`config.mk`:
```
export PLATFORM = sky130hd
export DESIGN_NAME = im_fetch_ctrl
export DESIGN_NICKNAME = d
export VERILOG_FILES = /design/src/rtl/im_fetch_ctrl_pkg.sv /design/src/rtl/im_addr_check.sv /design/src/rtl/im_fetch_ctrl.sv
export SDC_FILE = /design/constraint.sdc
export NUM_CORES = 1
export LEC_CHECK = 0
export ABC_CLOCK_PERIOD_IN_PS = 6900
export CORE_UTILIZATION = 42
export DETAILED_ROUTE_END_ITERATION = 6
export PLACE_DENSITY = 0.95
export SLEW_MARGIN = 20
export SYNTH_ARGS = -nofsm -noshare
export SYNTH_HDL_FRONTEND = slang
export SYNTH_HIERARCHICAL = 1
export SYNTH_SLANG_ARGS = --single-unit
```
`constraint.sdc`:
```
create_clock -name clk -period 6.9 [get_ports clk]
set_input_delay 1.725 -clock clk [delete_from_list [all_inputs] [get_ports clk]]
set_output_delay 1.725 -clock clk [all_outputs]
set_load 0.01 [all_outputs]
```
`src/rtl/im_fetch_ctrl_pkg.sv`:
```
// Instruction-memory map and shared types for the IM fetch controller.
package im_fetch_ctrl_pkg;

  localparam logic [31:0] IM_START_ADDR = 32'h0000_3000;
  localparam logic [31:0] IM_ADDR_LB    = 32'h0000_3000;
  localparam logic [31:0] IM_ADDR_UB    = 32'h0000_AFFF;
  localparam int          IM_AW         = 13;

  // Exception code reported for an instruction-fetch address fault.
  localparam logic [4:0]  EXC_ADEL      = 5'd4;

  localparam logic [3:0]  WE_NONE       = 4'h0;
  localparam logic [3:0]  WE_ALL        = 4'hF;

  typedef enum logic [1:0] {
    IDLE = 2'd0,
    RESP = 2'd1,
    HOLD = 2'd2,
    LOAD = 2'd3
  } fetch_state_t;

  typedef struct packed {
    logic        fault;
    logic [31:0] data;
  } fetch_resp_t;

  // Word-aligned and inside the inclusive [lb, ub] byte window.
  function automatic logic addr_is_legal(input logic [31:0] a,
                                         input logic [31:0] lb,
                                         input logic [31:0] ub);
    return (a >= lb) && (a <= ub) && (a[1:0] == 2'b00);
  endfunction

endpackage

```
`src/rtl/im_addr_check.sv`:
```
// Combinational IM address legality check and byte-to-word translation.
module im_addr_check
  import im_fetch_ctrl_pkg::*;
#(
  parameter logic [31:0] START_ADDR = IM_START_ADDR,
  parameter logic [31:0] ADDR_LB    = IM_ADDR_LB,
  parameter logic [31:0] ADDR_UB    = IM_ADDR_UB,
  parameter int          AW         = IM_AW
) (
  input  logic [31:0]   addr,
  output logic          legal,
  output logic [AW-1:0] word_addr
);

  assign legal     = addr_is_legal(addr, ADDR_LB, ADDR_UB);

  // Offset from the IM base, dropped to a word index; the cast keeps only the AW index bits.
  assign word_addr = AW'((addr - START_ADDR) >> 2);

endmodule

```
`src/rtl/im_fetch_ctrl.sv`:
```
// IM fetch controller: arbitrates the single IM port between the IF stage
// and the program loader, screens addresses, and holds fetch responses
// while the IF stage is stalled.
module im_fetch_ctrl
  import im_fetch_ctrl_pkg::*;
#(
  parameter logic [31:0] START_ADDR = IM_START_ADDR,
  parameter logic [31:0] ADDR_LB    = IM_ADDR_LB,
  parameter logic [31:0] ADDR_UB    = IM_ADDR_UB,
  parameter int          AW         = IM_AW
) (
  input  logic          clk,
  input  logic          reset,
  input  logic          if_req,
  input  logic [31:0]   if_addr,
  output logic          if_ready,
  output logic          if_rvalid,
  output logic [31:0]   if_rdata,
  output logic          if_fault,
  input  logic          if_stall,
  input  logic          ld_req,
  input  logic [31:0]   ld_addr,
  input  logic [31:0]   ld_wdata,
  output logic          ld_ack,
  output logic          ld_err,
  output logic          mem_en,
  output logic [3:0]    mem_we,
  output logic [AW-1:0] mem_addr,
  output logic [31:0]   mem_wdata,
  input  logic [31:0]   mem_rdata,
  output logic [31:0]   fetch_cnt
);

  fetch_state_t state;
  logic         resp_fault;
  fetch_resp_t  hold_buf;
  logic         ld_err_q;
  logic [31:0]  fetch_cnt_q;

  logic          if_legal;
  logic [AW-1:0] if_word;
  logic          ld_legal;
  logic [AW-1:0] ld_word;

  logic resp_pending;
  logic consume;
  logic port_free;
  logic accept;
  logic ld_issue;

  im_addr_check #(
    .START_ADDR (START_ADDR),
    .ADDR_LB    (ADDR_LB),
    .ADDR_UB    (ADDR_UB),
    .AW         (AW)
  ) u_if_check (
    .addr      (if_addr),
    .legal     (if_legal),
    .word_addr (if_word)
  );

  im_addr_check #(
    .START_ADDR (START_ADDR),
    .ADDR_LB    (ADDR_LB),
    .ADDR_UB    (ADDR_UB),
    .AW         (AW)
  ) u_ld_check (
    .addr      (ld_addr),
    .legal     (ld_legal),
    .word_addr (ld_word)
  );

  // Handshake: the port is free when idle or when the current response leaves this cycle.
  always_comb begin
    resp_pending = (state == RESP) || (state == HOLD);
    consume      = resp_pending && !if_stall;
    port_free    = (state == IDLE) || consume;
    if_ready     = port_free && !ld_req && !reset;
    accept       = if_req && if_ready;
    ld_issue     = ld_req && port_free && !reset;
  end

  // Response path: RESP forwards the core read data, HOLD replays the captured copy.
  always_comb begin
    if_rvalid = resp_pending;
    if_fault  = 1'b0;
    if_rdata  = '0;
    case (state)
      RESP: begin
        if_fault = resp_fault;
        if_rdata = resp_fault ? 32'h0 : mem_rdata;
      end
      HOLD: begin
        if_fault = hold_buf.fault;
        if_rdata = hold_buf.data;
      end
      default: begin
      end
    endcase
  end

  // Memory port drive: a loader write and a fetch read never share a cycle.
  always_comb begin
    mem_en    = 1'b0;
    mem_we    = WE_NONE;
    mem_addr  = if_word;
    mem_wdata = '0;
    if (ld_issue) begin
      mem_addr = ld_word;
      if (ld_legal) begin
        mem_en    = 1'b1;
        mem_we    = WE_ALL;
        mem_wdata = ld_wdata;
      end
    end else if (accept && if_legal) begin
      mem_en = 1'b1;
    end
  end

  assign ld_ack    = (state == LOAD);
  assign ld_err    = (state == LOAD) && ld_err_q;
  assign fetch_cnt = fetch_cnt_q;

  // Controller FSM plus hold buffer and consumed-fetch counter.
  always_ff @(posedge clk) begin
    if (reset) begin
      state       <= IDLE;
      resp_fault  <= 1'b0;
      hold_buf    <= '0;
      ld_err_q    <= 1'b0;
      fetch_cnt_q <= '0;
    end else begin
      if (consume && !if_fault) begin
        fetch_cnt_q <= fetch_cnt_q + 32'd1;
      end
      case (state)
        LOAD: begin
          state <= IDLE;
        end
        default: begin
          if (resp_pending && if_stall) begin
            if (state == RESP) begin
              hold_buf.fault <= if_fault;
              hold_buf.data  <= if_rdata;
            end
            state <= HOLD;
          end else if (accept) begin
            state      <= RESP;
            resp_fault <= !if_legal;
          end else if (ld_issue) begin
            state    <= LOAD;
            ld_err_q <= !ld_legal;
          end else begin
            state <= IDLE;
          end
        end
      endcase
    end
  end

endmodule

```
==> flow_metrics.tcl <==
set metrics [dict create \
    cts_tree "done" \
    required_ns 5.18 \
    fillerInstances 823 \
    ctsResizeCount 0 \
    min_period_ns 6.18 \
    seq_area_frac_synth 0.311 \
    rsz0062_at_grt "no" \
    drc 0 \
    vias_per_cell 5.64 \
    hold_viol 0 \
    postSynthCellCount 555 \
    pin_count 252 \
    reg2reg_to "fetch_cnt[26]$_SDFFE_PP0P_" \
    reg2reg_depth 6 \
    p_leak_nw 2.51 \
    hold_path_depth 2 \
    yosys_register_bits 69 \
    drt-initial-drc-count 292 \
    core_area_um2 10300 \
    final_nets 900 \
    r2r_start "state[0]$_SDFF_PP0_" \
    relSlewSlack 0.454 \
    synth_fp_nets 698 \
    synthArstFlopShare 0 \
    cts.sinks 69 \
    wire_per_inst_um 16.9 \
    worstMarginPinSlew_ns 0.818 \
    comb_power_share 0.307 \
    drive_gt1_frac 0.0525 \
    crit_path_end_kind "output pin" \
    antenna_found_initial 0 \
    cts_hold_buf 0 \
    p_per_area_nw_per_um2 142 \
    hold_start "hold_buf[19]$_SDFFE_PP0P_" \
    start_kind "primary input" \
    gp_congestion 0.899 \
    slew_viol_final 0 \
    yosysTopAreaCellShare 0.311 \
    critPathKind "primary input to output pin" \
    reg2reg_slack_ns 3.98 \
    outcome "finished clean" \
    syn_area_um2 4440 \
    yosys-top-cells-area "dfxtp_1 (31%), a32oi_1 (6.5%), a22oi_1 (5.6%)" \
    power_frac_seq 0.413 \
    htreeDepth 3 \
    p_sw_w 0.000305 \
    total_power_w 0.000994 \
    hpwl_um 11600 \
    min_path_type "flip-flop to flip-flop" \
    rows 37 \
    start_util 0.432 \
    critPathMaxFanout 30 \
    cp_data_arrival_time_ns 4.45 \
    vdd_ir_drop_max_v 0.0000919 \
    skew_ns 0.00881 \
    wirelength_um 15200 \
    synthFlopType "dfxtp_1" \
    gr-total-overflow 0 \
    cts_setup_buffers 0 \
    cts_made_buffers 9 \
    grt_pass1_wl_um 23400 \
    synth.most_common_cell "dfxtp_1" \
    yosys.area.top_type "dfxtp_1" \
    vias 5062 \
    clockRootBuffer "clkbuf_8" \
    setup_viol 0 \
    diodes 0 \
    area_delta_synth_final_pct 57.4 \
    internal_power_w 0.000689 \
    grt_pass1_vias 4794 \
    yosysWarningCount 6 \
    die_w_um 105 \
    avgSynthCellArea_um2 8.00 \
    grt_max_degree 74 \
    clock.fmax_ghz 0.162 \
    final.setup.tns_ns 0 \
    clkLatencyLatePin_ns 0.35 \
    ys_types 49 \
    fin_crit_sh 0.895 \
    clkTransAtPathRegs_ns 0.07 \
    grt_usage 0.264 \
    die_area_um2 11000 \
    synth_edf_count 0 \
    ctsLongestPathBuffers 2 \
    hold_path_end "hold_buf[19]$_SDFFE_PP0P_" \
    numPortBuffers 251 \
    maxCapViolCount 0 \
    netlist_top_cells_count "dfxtp_1 (69), nand2_1 (57), nor2_1 (49)" \
    power.share.switching 0.307 \
    ant_nets 0 \
    clkPwrFrac 0.280 \
    dr.pass1.iters 6 \
    die_h_um 105 \
]
==> cells by family after synthesis <==
logic type                 share of synthesized area
adders and majority gates                     0.0282
AOI/OAI and AO/OA                              0.204
and+or+nand+nor                                0.329
xor gates and xnor gates                      0.0178
muxes                                         0.0175
DFF                                            0.311
buffers and inverters                         0.0922
==> how the worst max path moves through the flow <==
stage                 from       endpoint  slack, ns  cells past startpoint
6_report       ld_addr[12]  mem_wdata[13]       0.72                      9
5_1_grt        ld_addr[12]  mem_wdata[27]       0.60                      9
4_1_cts        ld_addr[12]  mem_wdata[13]       0.73                      9
3_5_place_dp   ld_addr[12]  mem_wdata[13]       0.74                      9
3_3_place_gp   ld_addr[12]         mem_en       0.89                      9
2_1_floorplan  ld_addr[12]         mem_en       1.91                      7
==> per-stage QoR <==
stage / util / worst slack (ns) / hold WS [ns] / instances / instance area, µm²
6_report: 0.680 / 0.722 / 0.492 / 898 / 6990
3_5_place_dp: 0.664 / 0.744 / 0.480 / 881 / 6820
5_1_grt: 0.680 / 0.595 / 0.523 / 898 / 6990
4_1_cts: 0.679 / 0.728 / 0.497 / 897 / 6980
3_3_place_gp: 0.663 / 0.892 / 0.466 / 881 / 6810
2_1_floorplan: - / 1.91 / 0.454 / 555 / 4440
==> registers in the layout (all words and copies together) (netlist names) <==
signal and count:
ld_err_q 1, fetch_cnt 32, resp_fault 1, hold_buf 33, state 2
==> critical path, cell delays in order <==
cell	delay [ns]
clkdlybuf4s50_1	0.44
inv_1	0.11
ha_1	0.16
nand4_1	0.10
or4_1	0.54
a211oi_2	0.31
buf_4	0.31
and3_1	0.20
clkdlybuf4s50_1	0.55
==> power by group through the flow <==
stage	combinational, W	sequential, W	clock, W
finish	0.000305	0.000410	0.000279
global route	0.000325	0.000411	0.000300
CTS	0.000302	0.000410	0.000283
detailed placement	0.000300	0.000419	0
global placement	0.000293	0.000419	0
floorplan	0.000147	0.000418	0
==> layout make-up <==
class | count | area [µm²] | share of cell area
Multi-Input combinational cell | 405 | 2660 | 0.381
Tap cell | 136 | 170 | 0.0244
Timing Repair Buffer | 258 | 2560 | 0.366
Clock buffer | 11 | 131 | 0.0188
Inverter | 14 | 52.6 | 0.00752
Sequential cell | 69 | 1380 | 0.198
Clock inverter | 5 | 27.5 | 0.00394
==> layer usage <==
| layer | share of wire | up-vias | global-route usage | wire length (µm) |
|---|---|---|---|---|
| met4 | 0.023 | 0 | 0.0946 | 351 |
| li1 | - | 2433 | - | - |
| met1 | 0.40 | 2368 | 0.308 | 6060 |
| met3 | 0.067 | 26 | 0.0530 | 1020 |
| met5 | 0 | - | 0 | 0 |
| met2 | 0.51 | 235 | 0.477 | 7740 |
==> layout by cell type, fill, tap and decap left out, drive strengths merged, types with 5 or more instances in the layout <==
cell	Yosys	layout
clkdlybuf4s50	0	250
dfxtp	69	69
nand2	57	57
nor2	49	49
nor2b	39	39
and3	36	36
a22oi	33	33
a32oi	33	33
a21oi	17	17
nand3	17	17
inv	14	14
nor4	14	14
or4	13	13
clkbuf	35	12
nand4	11	11
ha	10	10
o31ai	8	8
buf	32	7
xor2	6	6
mux2	6	6
o311ai	5	5
o41ai	5	5
No activity file was read; power rests on OpenSTA's default activity.
